File: config.mk
export PLATFORM = sky130hd
export DESIGN_NAME = udp_tx_arbiter
export DESIGN_NICKNAME = d
export VERILOG_FILES = /design/src/rtl/udp_tx_arbiter.sv
export SDC_FILE = /design/constraint.sdc
export NUM_CORES = 2
export LEC_CHECK = 0
export ABC_AREA = 1
export CAP_MARGIN = 5
export CORE_AREA = 5 5 766 768
export DETAILED_ROUTE_END_ITERATION = 8
export DIE_AREA = 0 0 771 773
export GPL_TIMING_DRIVEN = 0
export PLACE_DENSITY = 0.3
export SKIP_CTS_REPAIR_TIMING = 1
export SLEW_MARGIN = 20
export SYNTH_ARGS = -nofsm -noshare
export SYNTH_HDL_FRONTEND = slang
export SYNTH_SLANG_ARGS = --single-unit
File: constraint.sdc
create_clock -name clk -period 30.7 [get_ports clk]
set_clock_uncertainty 0.2 [all_clocks]
set_input_delay 7.675 -clock clk [delete_from_list [all_inputs] [get_ports clk]]
set_output_delay 7.675 -clock clk [all_outputs]
set_load 0.03 [all_outputs]
File: src/rtl/udp_tx_arbiter.sv
// Packet-atomic 2:1 round-robin merge of the peer and host UDP TX streams into one registered
// output, with sideband capture, declared-size checking and saturating statistics.
module udp_tx_arbiter #(
    parameter int unsigned DATA_WIDTH = 512,
    parameter int unsigned KEEP_WIDTH = DATA_WIDTH / 8,
    parameter int unsigned CNT_WIDTH  = 32
) (
    input  logic                  clk,
    input  logic                  rst,

    input  logic                  s_axis_peer_valid,
    output logic                  s_axis_peer_ready,
    input  logic [DATA_WIDTH-1:0] s_axis_peer_data,
    input  logic [KEEP_WIDTH-1:0] s_axis_peer_keep,
    input  logic                  s_axis_peer_last,
    input  logic [15:0]           s_axis_peer_src,
    input  logic [15:0]           s_axis_peer_dst,
    input  logic [15:0]           s_axis_peer_size,

    input  logic                  s_axis_host_valid,
    output logic                  s_axis_host_ready,
    input  logic [DATA_WIDTH-1:0] s_axis_host_data,
    input  logic [KEEP_WIDTH-1:0] s_axis_host_keep,
    input  logic                  s_axis_host_last,
    input  logic [15:0]           s_axis_host_src,
    input  logic [15:0]           s_axis_host_dst,
    input  logic [15:0]           s_axis_host_size,

    output logic                  m_axis_tx_valid,
    input  logic                  m_axis_tx_ready,
    output logic [DATA_WIDTH-1:0] m_axis_tx_data,
    output logic [KEEP_WIDTH-1:0] m_axis_tx_keep,
    output logic                  m_axis_tx_last,
    output logic [15:0]           m_axis_tx_src,
    output logic [15:0]           m_axis_tx_dst,
    output logic [15:0]           m_axis_tx_size,

    output logic [CNT_WIDTH-1:0]  stat_peer_pkts,
    output logic [CNT_WIDTH-1:0]  stat_host_pkts,
    output logic [CNT_WIDTH-1:0]  stat_len_err
);

    localparam int unsigned PCNT_WIDTH = $clog2(KEEP_WIDTH + 1);
    localparam logic PortPeer = 1'b0;
    localparam logic PortHost = 1'b1;

    typedef enum logic [0:0] {StIdle, StXfer} state_e;

    state_e          state_q, state_d;
    logic            grant_q, grant_d;
    logic            last_grant_q, last_grant_d;
    logic            first_q, first_d;
    logic [16:0]     acc_q, acc_d;

    logic                  valid_q;
    logic [DATA_WIDTH-1:0] data_q;
    logic [KEEP_WIDTH-1:0] keep_q;
    logic                  last_q;
    logic [15:0]           src_q, dst_q, size_q;
    logic [CNT_WIDTH-1:0]  peer_cnt_q, host_cnt_q, err_cnt_q;

    logic                  sel_valid;
    logic [DATA_WIDTH-1:0] sel_data;
    logic [KEEP_WIDTH-1:0] sel_keep;
    logic                  sel_last;
    logic [15:0]           sel_src, sel_dst, sel_size;
    logic                  out_ready, xfer_ready, beat, pkt_done, len_bad;
    logic [PCNT_WIDTH-1:0] keep_cnt;
    logic [16:0]           byte_sum;
    logic [15:0]           size_ref;

    always_comb begin
        if (grant_q == PortHost) begin
            sel_valid = s_axis_host_valid;
            sel_data  = s_axis_host_data;
            sel_keep  = s_axis_host_keep;
            sel_last  = s_axis_host_last;
            sel_src   = s_axis_host_src;
            sel_dst   = s_axis_host_dst;
            sel_size  = s_axis_host_size;
        end else begin
            sel_valid = s_axis_peer_valid;
            sel_data  = s_axis_peer_data;
            sel_keep  = s_axis_peer_keep;
            sel_last  = s_axis_peer_last;
            sel_src   = s_axis_peer_src;
            sel_dst   = s_axis_peer_dst;
            sel_size  = s_axis_peer_size;
        end
    end

    // No skid buffer: upstream ready follows the output register's ability to load.
    assign out_ready         = !valid_q || m_axis_tx_ready;
    assign xfer_ready        = (state_q == StXfer) && out_ready;
    assign s_axis_peer_ready = xfer_ready && (grant_q == PortPeer);
    assign s_axis_host_ready = xfer_ready && (grant_q == PortHost);
    assign beat              = xfer_ready && sel_valid;
    assign pkt_done          = beat && sel_last;

    always_comb begin
        keep_cnt = '0;
        for (int unsigned i = 0; i < KEEP_WIDTH; i++) begin
            keep_cnt = keep_cnt + PCNT_WIDTH'(sel_keep[i]);
        end
    end

    // A single-beat packet has no captured size yet, so compare against the live field.
    assign byte_sum = acc_q + 17'(keep_cnt);
    assign size_ref = first_q ? sel_size : size_q;
    assign len_bad  = byte_sum != {1'b0, size_ref};

    always_comb begin
        state_d      = state_q;
        grant_d      = grant_q;
        last_grant_d = last_grant_q;
        first_d      = first_q;
        acc_d        = acc_q;
        unique case (state_q)
            StIdle: begin
                if (s_axis_peer_valid || s_axis_host_valid) begin
                    if (s_axis_peer_valid && s_axis_host_valid) begin
                        grant_d = ~last_grant_q;
                    end else begin
                        grant_d = s_axis_host_valid ? PortHost : PortPeer;
                    end
                    state_d = StXfer;
                    first_d = 1'b1;
                    acc_d   = '0;
                end
            end
            StXfer: begin
                if (beat) begin
                    first_d = 1'b0;
                    acc_d   = byte_sum;
                    if (sel_last) begin
                        state_d      = StIdle;
                        last_grant_d = grant_q;
                    end
                end
            end
            default: state_d = StIdle;
        endcase
    end

    always_ff @(posedge clk or posedge rst) begin
        if (rst) begin
            state_q      <= StIdle;
            grant_q      <= PortPeer;
            last_grant_q <= PortHost;
            first_q      <= 1'b0;
            acc_q        <= '0;
        end else begin
            state_q      <= state_d;
            grant_q      <= grant_d;
            last_grant_q <= last_grant_d;
            first_q      <= first_d;
            acc_q        <= acc_d;
        end
    end

    always_ff @(posedge clk or posedge rst) begin
        if (rst) begin
            valid_q <= 1'b0;
            data_q  <= '0;
            keep_q  <= '0;
            last_q  <= 1'b0;
            src_q   <= '0;
            dst_q   <= '0;
            size_q  <= '0;
        end else if (beat) begin
            valid_q <= 1'b1;
            data_q  <= sel_data;
            keep_q  <= sel_keep;
            last_q  <= sel_last;
            if (first_q) begin
                src_q  <= sel_src;
                dst_q  <= sel_dst;
                size_q <= sel_size;
            end
        end else if (m_axis_tx_ready) begin
            valid_q <= 1'b0;
        end
    end

    always_ff @(posedge clk or posedge rst) begin
        if (rst) begin
            peer_cnt_q <= '0;
            host_cnt_q <= '0;
            err_cnt_q  <= '0;
        end else if (pkt_done) begin
            if (grant_q == PortPeer && peer_cnt_q != '1) begin
                peer_cnt_q <= peer_cnt_q + CNT_WIDTH'(1);
            end
            if (grant_q == PortHost && host_cnt_q != '1) begin
                host_cnt_q <= host_cnt_q + CNT_WIDTH'(1);
            end
            if (len_bad && err_cnt_q != '1) begin
                err_cnt_q <= err_cnt_q + CNT_WIDTH'(1);
            end
        end
    end

    assign m_axis_tx_valid = valid_q;
    assign m_axis_tx_data  = data_q;
    assign m_axis_tx_keep  = keep_q;
    assign m_axis_tx_last  = last_q;
    assign m_axis_tx_src   = src_q;
    assign m_axis_tx_dst   = dst_q;
    assign m_axis_tx_size  = size_q;
    assign stat_peer_pkts  = peer_cnt_q;
    assign stat_host_pkts  = host_cnt_q;
    assign stat_len_err    = err_cnt_q;

endmodule

Yosys cells after proc, flatten, opt, wreduce, memory -nomap -nowiden

Cells that the tools add are included.

Equal/unequal tests: 6
Reduce and logical (&&, ||, !) cells: 20
Add/sub/neg operators: 67
Muxes and demuxes: 22
Bitwise gates (word level): 3

Operators with widths:

| cell                    | number |
|---|---|
| $mux W512               | 1 |
| $add A7 B1 Y7           | 57 |
| $add A32 B1 Y32 const B | 3 |
| $ne A32 B32 Y1 const B  | 3 |
| $mux W16                | 4 |
| $mux W64                | 1 |
| $mux W17                | 2 |
| $pmux W17 S2            | 1 |
| $add A17 B7 Y17         | 1 |
| $ne A17 B16 Y1          | 1 |
| $reduce_and A2 Y1       | 6 |
| $mux W1                 | 11 |
| $logic_and A1 B1 Y1     | 9 |
| $add A6 B1 Y7           | 1 |
| $add A5 B1 Y6           | 1 |
| $add A4 B1 Y5           | 1 |
| $add A3 B1 Y4           | 1 |
| $pmux W1 S2             | 2 |
| $add A2 B1 Y3           | 1 |
| $not A1 Y1              | 3 |
| $reduce_and A3 Y1       | 1 |
| $add A1 B1 Y2           | 1 |
| $logic_or A1 B1 Y1      | 2 |
| $ne A2 B1 Y1 const B    | 1 |
| 3 further kinds         | 3 |

Logic and storage cells: 133
Register bits: 743
Input port bits: 1255
Output and inout bits: 724

Depth between registers and ports, before layout

Depth in word-level cells: 68
Gate-level depth with buffers: 40
Gate-level depth less buffers: 35

Worst setup path after synthesis

Ideal clock, no wire load.

Path kind: input -> output
From: input m_axis_tx_ready
To: output s_axis_host_ready
Path buffers: 0
Slack: 14573 ps
Arrival time: 8252 ps
Data required time: 22825 ps
Cell stages on the path: 4
Cell sequence: nor2_1 > nor2_1 > inv_1 > nor2_1

Word-level cells in the longest chain between the ends: 3

Ends and longest elaborated chain:

| what                | line | source |
|---|---|---|
| start, declared     | 30   | `input logic m_axis_tx_ready,` |
| $logic_or A1 B1 Y1  | 93   | `assign out_ready = !valid_q \|\| m_axis_tx_ready;` |
| $logic_and A1 B1 Y1 | 94   | `assign xfer_ready = (state_q == StXfer) && out_ready;` |
| $logic_and A1 B1 Y1 | 96   | `assign s_axis_host_ready = xfer_ready && (grant_q == PortHost);` |
| end, declared       | 21   | `output logic s_axis_host_ready,` |

No other way between the ends.

Worst setup path after layout

From: input m_axis_tx_ready
To: output s_axis_peer_ready

Word-level cells in the longest chain between the ends: 3

Ends and longest elaborated chain:

| what                | line | source |
|---|---|---|
| $logic_or A1 B1 Y1  | 93   |  |
| $logic_and A1 B1 Y1 | 94   |  |
| $logic_and A1 B1 Y1 | 95   | `assign s_axis_peer_ready = xfer_ready && (grant_q == PortPeer);` |
| end, declared       | 12   | `output logic s_axis_peer_ready,` |

No other way between the ends.

==> out/summary.txt <==
Die X: 771 um
synthesized area per cell: 8.148 um2
Pre-antenna DRT Iters: 5
Buffers on Ports: 1978
GRT Residual Overflow: 0
CTS tree: yes
first-pass GRT wire length: 624.2 mm
CP Max Fanout: 2
area grow syn2layout: 94.49%
routed length per instance: 35.47 um
worst path arrival time: 9560 ps
Die Ht: 773 um
fmax: 57.34 MHz
final hold violations: 0
Distinct cells, synth: 43
clock slew at reported path FFs: 50 ps
clock sink count: 743
Slew @ Worst Pin: 1141 ps
Final TNS setup: 0 ps
period utilization: 56.81%
All-Layer GR Usage: 16.85%
initial antenna violation count: 570
CTS Buf Count: 117
initial drt markers: 3586
FF+latch area: 18590 um2
Final setup viols: 0
synthesized area: 36890 um2
fill cell count: 67154
ANT nets after route: 0
Rows: 280
Vias/cell: 3.110
root buf cell: clkbuf_16
post-detail-place hpwl: 467.7 mm
kind of critical path: in -> out
worst-case clock buffer depth: 4
status: complete, no violations
die area: 596000 um2
Worst Setup Start Kind: primary input
io pins: 1979
worst skew pair latency: 850 ps
largest net degree at the start of global routing: 85
number of remaining DRC errors: 0
Max-Slew Margin vs Limit: 23.92%
worst hold path class: reg -> reg
Critical Path RT: 22830 ps
fraction of layout cells with a size suffix above 1: 4.509%
CP endpoint kind: primary output
Post-layout nets: 7998
max_cap viols: 0
post-synthesis sequential area ratio: 50.40%
RSZ-0062 raised after global routing: no
multi-input logic area: 16450 um2
Post-Route WL: 523.0 mm
Core Footprint: 579500 um2
Slew Limit Fails: 0
H-tree level count: 3
Yosys reg bits: 743
Final min period: 17440 ps
Vias: 45855
Initial Util: 6.367%
GPL Wtd Cong: 0.9517
Mapped Cells: 4528
syn_nets: 5870
synth warn: 0
vias in the first global route: 45265
-- state kept, by name, summed over array words and instances (netlist names), 17 cells and up --
name,count
m_axis_tx_data,512
acc_q,17
stat_host_pkts,32
stat_len_err,32
stat_peer_pkts,32
m_axis_tx_keep,64
-- worst max-delay path: stages --
cell	delay (ps)
clkdlybuf4s50_1	470
nor2_1	90
nor2_1	180
inv_1	90
nor2_1	100
clkdlybuf4s50_1	940
-- logic make-up after synthesis --
family / Yosys count / share of synthesized area [%]
adders and majority gates: 87 / 4.090
buffers and inverters: 468 / 5.019
muxes: 41 / 1.112
xor gates and xnor gates: 91 / 2.160
DFF: 743 / 50.40
and+or+nand+nor: 2392 / 25.43
AOI/OAI and AO/OA: 706 / 11.79
-- placed cells by master (no fill, tap or decap), types with 26 or more instances in the layout --
cell type,Yosys,routed
clkbuf_8,0,26
nor3_1,36,36
clkbuf_1,252,246
xor2_1,56,56
o21ai_0,119,119
dfrtp_1,742,742
ha_1,31,31
inv_1,168,167
mux2i_1,41,41
clkbuf_16,0,119
nand3_1,112,112
nor2_1,691,691
diode_2,0,247
xnor2_1,35,35
clkdlybuf4s50_1,0,1975
clkbuf_2,0,39
o41ai_1,32,32
nand2_1,1483,1483
a31oi_1,535,535
fa_1,56,56
-- cell usage after synthesis --
library cell     n  area share, %
nand2_1       1483             15
dfrtp_1        742             50
nor2_1         691            7.0
a31oi_1        535            9.1
clkbuf_1       252            2.6
inv_1          168            1.7
o21ai_0        119            1.6
nand3_1        112            1.5
fa_1            56            3.0
xor2_1          56            1.3
mux2i_1         41            1.1
nor3_1          36           0.49
xnor2_1         35           0.83
o41ai_1         32           0.76
ha_1            31            1.1
nand4_1         23           0.39
buf_1           22           0.22
buf_2           11           0.15
nand3b_1         9           0.18
nor4_1           9           0.15
nand2_2          8           0.14
a21oi_1          7          0.095
buf_6            7           0.21
o22ai_1          6           0.10
or2_2            6           0.10
buf_4            4          0.081
o21ai_1          4          0.054
nor2_2           3          0.051
nor2_4           3          0.092
and2_1           2          0.034
inv_2            2          0.020
nand3_2          2          0.054
a21oi_2          1          0.024
and3_1           1          0.017
buf_8            1          0.041
dfstp_2          1          0.071
inv_4            1          0.017
nand2_4          1          0.031
nor3_2           1          0.027
o21ai_4          1          0.044
o21bai_1         1          0.020
or2_1            1          0.017
or4_1            1          0.020
-- layout make-up --
class	count	area share (%)
Timing Repair Buffer	2009	28.61
Sequential cell	743	25.91
Multi-Input combinational cell	3317	22.92
Tap cell	7755	13.52
Clock buffer	179	4.827
Buffer	297	1.768
Inverter	171	0.9085
Antenna cell	247	0.8614
Clock inverter	26	0.6609
-- worst paths after layout --
kind | to | start | slack, ps | cells after the start
worst max-delay path | s_axis_peer_ready | m_axis_tx_ready | 13260 | 6
worst min-delay path | last_grant_q | last_grant_q | 290 | 2
worst max register to register | stat_len_err[27] | grant_q | 20170 | 32
worst min register to register | last_grant_q | last_grant_q | 290 | 2
max in group asynchronous | m_axis_tx_data[369] | rst | 20530 | 7
min in group asynchronous | m_axis_tx_data[69] | rst | 7010 | 2
-- layer usage --
metal	share of wire (%)	GRT usage, %
met1	38	18.77
met2	45	26.59
met3	13	9.725
met4	3.6	6.004
met5	0.30	0.1046
-- metrics by stage --
stage	utilization [%]	worst slack [ps]	hold WS, ps	cell area (um2)	cells
floorplan	-	1977	246.6	36890	4528
global placement	11.46	-15720	267.1	66390	14261
detailed placement	11.60	13260	273.6	67200	14292
CTS	12.28	13260	281.2	71130	14497
global route	12.32	13200	304.8	71390	14599
finish	12.38	13260	288.9	71750	14744
Power is left out: the tool's default activity adds up to more than one toggle a clock period on the data nets, which glitch-free logic cannot reach.
